<file path="src/rtl/keep_fifo_unpacker_pkg.sv">
// Lane-search helpers shared by the keep FIFO unpacker.
// Keep vectors are zero-extended to MAX_RATIO so one function body serves every lane count.
package keep_fifo_unpacker_pkg;

   localparam int MAX_RATIO = 32;

   function automatic bit ratio_ok(input int ratio);
      return (ratio >= 2) && (ratio <= MAX_RATIO);
   endfunction

   // Returns -1 when no lane is kept.
   function automatic int lowest_set(input logic [MAX_RATIO-1:0] keep);
      int r;
      r = -1;
      for (int k = MAX_RATIO - 1; k >= 0; k--) begin
         if (keep[k]) r = k;
      end
      return r;
   endfunction

   // Returns -1 when no kept lane lies above idx.
   function automatic int next_set_above(input logic [MAX_RATIO-1:0] keep, input int idx);
      int r;
      r = -1;
      for (int k = MAX_RATIO - 1; k >= 0; k--) begin
         if (keep[k] && (k > idx)) r = k;
      end
      return r;
   endfunction

endpackage

</file>
<file path="src/rtl/keep_fifo_unpacker_if.sv">
// FIFO read port plus narrow AXI-Stream master of the keep FIFO unpacker.
// master = the environment (FIFO and downstream sink), slave = the unpacker itself.
interface keep_fifo_unpacker_if #(
    parameter int T_DATA_WIDTH = 8,
    parameter int T_DATA_RATIO = 2
);
    logic                                 fifo_empty;
    logic [T_DATA_WIDTH*T_DATA_RATIO-1:0] fifo_data;
    logic [T_DATA_RATIO-1:0]              fifo_keep;
    logic                                 fifo_last;
    logic                                 fifo_pop;
    logic [T_DATA_WIDTH-1:0]              m_data;
    logic                                 m_last;
    logic                                 m_valid;
    logic                                 m_ready;
    logic                                 err;

    modport master (
        output fifo_empty, fifo_data, fifo_keep, fifo_last, m_ready,
        input  fifo_pop, m_data, m_last, m_valid, err
    );

    modport slave (
        input  fifo_empty, fifo_data, fifo_keep, fifo_last, m_ready,
        output fifo_pop, m_data, m_last, m_valid, err
    );
endinterface

</file>
<file path="src/rtl/keep_fifo_unpacker_lane_find.sv">
// Priority encoder: lowest kept lane (from_start=1) or next kept lane above idx.
module lane_find_next
    import keep_fifo_unpacker_pkg::*;
#(
    parameter  int RATIO = 2,
    localparam int IDX_W = $clog2(RATIO)
) (
    input  logic [RATIO-1:0] keep,
    input  logic [IDX_W-1:0] idx,
    input  logic             from_start,
    output logic [IDX_W-1:0] next_idx,
    output logic             found
);
    always_comb begin
        int pos;
        pos = from_start ? lowest_set(MAX_RATIO'(keep))
                         : next_set_above(MAX_RATIO'(keep), int'(idx));
        found    = (pos >= 0);
        next_idx = found ? IDX_W'(pos) : '0;
    end
endmodule

</file>
<file path="src/rtl/keep_fifo_unpacker.sv">
// Pops wide words from a show-ahead keep FIFO and emits one narrow beat per kept lane,
// ascending lane order; keep=0 words are dropped and flagged on a sticky error.
module keep_fifo_unpacker
    import keep_fifo_unpacker_pkg::*;
#(
    parameter int T_DATA_WIDTH = 8,
    parameter int T_DATA_RATIO = 2
) (
    input  logic                 clk,
    input  logic                 rst_n,
    keep_fifo_unpacker_if.slave  bus
);
    localparam int IDX_W = $clog2(T_DATA_RATIO);
    typedef logic [IDX_W-1:0] lane_idx_t;

    if (!ratio_ok(T_DATA_RATIO)) begin : g_bad_ratio
        $error("keep_fifo_unpacker: T_DATA_RATIO must be in 2..MAX_RATIO");
    end

    logic [T_DATA_WIDTH*T_DATA_RATIO-1:0] hold_data;
    logic [T_DATA_RATIO-1:0]              hold_keep;
    logic                                 hold_last;
    logic                                 hold_valid;
    lane_idx_t                            lane_idx;
    logic                                 err_q;

    lane_idx_t load_idx;
    lane_idx_t adv_idx;
    logic      load_found;
    logic      adv_found;
    logic      final_lane;
    logic      xfer;
    logic      pop;

    lane_find_next #(.RATIO(T_DATA_RATIO)) u_find_load (
        .keep       (bus.fifo_keep),
        .idx        ('0),
        .from_start (1'b1),
        .next_idx   (load_idx),
        .found      (load_found)
    );

    lane_find_next #(.RATIO(T_DATA_RATIO)) u_find_adv (
        .keep       (hold_keep),
        .idx        (lane_idx),
        .from_start (1'b0),
        .next_idx   (adv_idx),
        .found      (adv_found)
    );

    assign final_lane = ~adv_found;
    assign xfer       = hold_valid & bus.m_ready;
    // rst_n gates the pop so the FIFO is never advanced while this block is held in reset.
    assign pop        = rst_n & ~bus.fifo_empty & (~hold_valid | (bus.m_ready & final_lane));

    assign bus.fifo_pop = pop;
    assign bus.m_valid  = hold_valid;
    assign bus.m_data   = hold_data[lane_idx*T_DATA_WIDTH +: T_DATA_WIDTH];
    assign bus.m_last   = hold_valid & hold_last & final_lane;
    assign bus.err      = err_q;

    always_ff @(posedge clk or negedge rst_n) begin
        if (!rst_n) begin
            hold_data  <= '0;
            hold_keep  <= '0;
            hold_last  <= 1'b0;
            hold_valid <= 1'b0;
            lane_idx   <= '0;
            err_q      <= 1'b0;
        end else if (pop) begin
            if (load_found) begin
                hold_data  <= bus.fifo_data;
                hold_keep  <= bus.fifo_keep;
                hold_last  <= bus.fifo_last;
                hold_valid <= 1'b1;
                lane_idx   <= load_idx;
            end else begin
                // Empty-keep word carries no beat, so its last marker is lost.
                hold_valid <= 1'b0;
                err_q      <= 1'b1;
            end
        end else if (xfer) begin
            if (final_lane) hold_valid <= 1'b0;
            else            lane_idx   <= adv_idx;
        end
    end
endmodule

</file>
<file path="src/flat_wrapper.sv">
// flat-port wrapper written by rule: the top's interface ports become plain ports
module keep_fifo_unpacker_flat import keep_fifo_unpacker_pkg::*;
#(
    parameter int T_DATA_WIDTH = 8,
    parameter int T_DATA_RATIO = 2
)
  (clk, rst_n, bus_fifo_empty, bus_fifo_data, bus_fifo_keep, bus_fifo_last, bus_m_ready, bus_fifo_pop, bus_m_data, bus_m_last, bus_m_valid, bus_err);
  keep_fifo_unpacker_if #(.T_DATA_WIDTH(T_DATA_WIDTH), .T_DATA_RATIO(T_DATA_RATIO)) bus_i ();
  input  logic clk;
  input  logic rst_n;
  input wire logic [$bits(bus_i.fifo_empty)-1:0] bus_fifo_empty;
  input wire logic [$bits(bus_i.fifo_data)-1:0] bus_fifo_data;
  input wire logic [$bits(bus_i.fifo_keep)-1:0] bus_fifo_keep;
  input wire logic [$bits(bus_i.fifo_last)-1:0] bus_fifo_last;
  input wire logic [$bits(bus_i.m_ready)-1:0] bus_m_ready;
  output wire logic [$bits(bus_i.fifo_pop)-1:0] bus_fifo_pop;
  output wire logic [$bits(bus_i.m_data)-1:0] bus_m_data;
  output wire logic [$bits(bus_i.m_last)-1:0] bus_m_last;
  output wire logic [$bits(bus_i.m_valid)-1:0] bus_m_valid;
  output wire logic [$bits(bus_i.err)-1:0] bus_err;
  assign bus_i.fifo_empty = bus_fifo_empty;
  assign bus_i.fifo_data = bus_fifo_data;
  assign bus_i.fifo_keep = bus_fifo_keep;
  assign bus_i.fifo_last = bus_fifo_last;
  assign bus_i.m_ready = bus_m_ready;
  assign bus_fifo_pop = bus_i.fifo_pop;
  assign bus_m_data = bus_i.m_data;
  assign bus_m_last = bus_i.m_last;
  assign bus_m_valid = bus_i.m_valid;
  assign bus_err = bus_i.err;
  keep_fifo_unpacker #(.T_DATA_WIDTH(T_DATA_WIDTH), .T_DATA_RATIO(T_DATA_RATIO)) u_core (.clk(clk), .rst_n(rst_n), .bus(bus_i));
endmodule
</file>
<file path="config.mk">
export PLATFORM = sky130hd
export DESIGN_NAME = keep_fifo_unpacker_flat
export DESIGN_NICKNAME = d
export VERILOG_FILES = /design/src/rtl/keep_fifo_unpacker_pkg.sv /design/src/rtl/keep_fifo_unpacker_if.sv /design/src/rtl/keep_fifo_unpacker_lane_find.sv /design/src/rtl/keep_fifo_unpacker.sv /design/src/flat_wrapper.sv
export SDC_FILE = /design/constraint.sdc
export NUM_CORES = 1
export LEC_CHECK = 0
export ABC_AREA = 1
export BUFFER_PORTS_ARGS = -buffer_cell sky130_fd_sc_hd__buf_2
export CAP_MARGIN = 20
export CORE_MARGIN = 2
export CORE_UTILIZATION = 53
export DETAILED_ROUTE_END_ITERATION = 10
export GPL_ROUTABILITY_DRIVEN = 0
export PLACE_DENSITY = 0.8
export SYNTH_ARGS = -nofsm -noshare
export SYNTH_HDL_FRONTEND = slang
export SYNTH_HIERARCHICAL = 1
export SYNTH_SLANG_ARGS = --single-unit
</file>
<file path="constraint.sdc">
create_clock -name clk -period 3 [get_ports clk]
set_input_delay 0.6 -clock clk [delete_from_list [all_inputs] [get_ports clk]]
set_output_delay 0.6 -clock clk [all_outputs]
set_load 0.01 [all_outputs]
</file>
==> flow_metrics.py <==
metrics = {
    "sta": {
        "fin_crit_ns": 2.29,
        "rsz0062_at_grt": "false",
        "setup_viol": 0,
        "max_clock_freq_mhz": 437,
        "slew_violations": 0,
        "fin_crit_sh_pct": 76.3,
        "setup_tns_ns": 0,
        "fin_skew_ns": 0.00180,
        "hold_violations": 0,
    },
    "route": {
        "wl_per_cell_um": 9.40,
        "drtAntennaViolNets": 0,
        "remaining_drc_errors": 0,
        "dr.pass1.iters": 4,
        "wl_mm": 1.88,
        "num_vias": 897,
        "via_per_inst": 4.49,
        "drt_iter0_markers": 16,
    },
    "power_and_ir_drop": {
        "p_clk_share_pct": 13.1,
        "p_switching_mw": 0.351,
        "powerDensity_nw_per_um2": 720,
        "swShare_pct": 37.2,
        "p_int_mw": 0.593,
        "p_seq_share_pct": 49.3,
        "leakage_nw": 0.746,
        "p_comb_share_pct": 37.6,
        "ir_drop_uv": 366,
    },
    "global_routing": {
        "grt_max_degree": 28,
        "grt_pass1_wl_mm": 3.26,
        "use_met1_pct": 22.6,
        "top_usage_layer": "met2",
        "grt_overflow": 0,
        "antenna_found_initial": 0,
        "grt_util_met3_pct": 2.73,
        "grt_use_met2_pct": 28.4,
        "track_usage_pct": 17.2,
        "grt_pass1_vias": 783,
    },
    "clock_network": {
        "numCtsBuffers": 3,
        "clock-root-buffer": "clkbuf_4",
        "post_cts_resized": 0,
        "postCtsSetupBuffers": 0,
        "cts_tree": "built",
        "clkLatencyLatePin_ns": 0.29,
        "cts_htree_levels": 1,
        "path_clk_slew_ns": 0.11,
        "clock-sinks": 22,
        "clock_path_buffers": 2,
        "ctsHoldBuffers": 0,
    },
    "yosys": {
        "synth_area_um2": 1110,
        "netlist_instances": 136,
        "avgSynthCellArea_um2": 8.13,
        "yosys_warnings": 6,
        "synth_top_area_share_pct": 49.8,
        "synth_top_area_cell": "dfrtp_1",
        "ys_top_cells_by_area": "dfrtp_1 (50%), nand2_1 (20%), o21ai_2 (6.3%), inv_1 (5.1%), nand2_2 (4.0%)",
        "synth_seq_area_share_pct": 49.8,
        "synth.distinct_cells": 16,
        "synth-seq-cells": 22,
    },
    "flow_run": {
        "maxCapViolCount": 0,
    },
    "layout": {
        "final_nets": 198,
        "syn2layout_area_growth_pct": 18.4,
        "seq_area_um2": 551,
        "fin_util_pct": 66.8,
        "antennaDiodeCount": 0,
        "drive_gt1_share_pct": 33.5,
        "mostFrequentLayoutCell": "nand2_1",
        "num-fill-cells": 185,
        "multiInputGateArea_um2": 460,
        "final_cell_mix": "nand2_1 (60), buf_2 (34), dfrtp_1 (22), inv_1 (15)",
    },
    "die": {
        "die-area_um2": 2470,
        "die_h_um": 49.7,
        "fp-row-count": 16,
        "start_util_pct": 56.4,
        "core_area_um2": 1960,
        "pin_count": 35,
        "die_x_um": 49.7,
    },
    "outcome": {
        "outcome": "finished clean",
    },
    "place": {
        "io_buffer_count": 34,
        "dp_hpwl_mm": 1.42,
    },
    "setup_path": {
        "r2r-end": "u_core/hold_data[1]",
        "criticalPathCategory": "reg -> out",
        "critPathLaunchType": "flop",
        "cp_max_fo": 18,
        "worstSetupEndpointType": "primary output",
        "arrival_ns": 1.69,
        "r2r-start": "u_core/lane_idx",
        "cp.required_ns": 2.40,
        "worstRegToRegCells": 10,
        "r2r_slack_ns": 1.17,
    },
    "worst_hold_path": {
        "min_path_type": "in -> async",
    },
}
layer usage:
layer / routed length, um / share of wire [%] / vias up
li1: - / - / 487
met1: 943 / 50 / 387
met5: 0 / 0 / -
met3: 104 / 5.5 / 2
met4: 12 / 0.64 / 0
met2: 818 / 44 / 21
power groups by stage:
stage / registers, mW / clock network, mW / logic (mW)
after floorplan: 0.444 / 0 / 0.265
after CTS: 0.464 / 0.133 / 0.360
after global placement: 0.468 / 0 / 0.351
after global routing: 0.477 / 0.144 / 0.410
final: 0.465 / 0.124 / 0.355
after detailed placement: 0.470 / 0 / 0.360
metrics by stage:
step	cells	hold WS [ns]	instance area [um^2]	worst slack, ns	total power [mW]
CTS	200	0.285	1310	0.695	0.958
floorplan	139	0.304	1120	1.42	0.709
global placement	197	0.463	1290	1.08	0.820
detailed placement	197	0.461	1290	1.05	0.830
finish	200	0.290	1310	0.712	0.944
global route	200	0.308	1310	0.533	1.03
cell usage after synthesis:
cell type	count
buf_12	1
buf_2	2
buf_6	1
conb_1	2
dfrtp_1	22
inv_1	15
inv_6	1
nand2_1	60
nand2_2	7
nand3_1	3
nand3_4	1
nor2_1	1
nor2_2	3
o21ai_0	8
o21ai_2	8
o21bai_1	1
sequential cells by signal (all words and copies together), names as in the netlist:
name                count
u_core/hold_data       16
u_core/hold_keep        2
u_core/bus.err          1
u_core/bus.m_valid      1
u_core/hold_last        1
u_core/lane_idx         1
layout make-up:
cell class | count | area share [%]
flip-flops and latches | 22 | 42.0
multi-input cells | 97 | 35.1
repair buffers | 35 | 13.6
inverters | 16 | 4.97
well taps | 27 | 2.58
clock buffers | 3 | 1.72
worst max-delay path by stage:
stage / startpoint / end / slack [ns] / depth (start not counted)
after detailed placement: u_core/lane_idx / bus_fifo_pop / 1.05 / 9
after floorplan: u_core/lane_idx / bus_fifo_pop / 1.42 / 8
after CTS: u_core/lane_idx / bus_fifo_pop / 0.70 / 9
after global routing: u_core/lane_idx / bus_fifo_pop / 0.53 / 9
after global placement: u_core/lane_idx / bus_fifo_pop / 1.08 / 9
final: u_core/lane_idx / bus_fifo_pop / 0.71 / 9
critical path: stages, from the launching register on:
cell and delay (ns):
dfrtp_1 0.66, nand2_2 0.10, nand2_2 0.08, nand2_1 0.08
inv_1 0.06, nand2_1 0.05, nand2_2 0.10, nand2_1 0.09
inv_1 0.06, buf_2 0.12
logic make-up after synthesis:
logic type      after synthesis  synth area share [%]
flops                        22                  49.8
buf+inv                      20                  9.62
simple gates                 75                  29.3
other cells                   2                 0.679
compound gates               17                  10.6
Power figures use the tool's default switching activity.
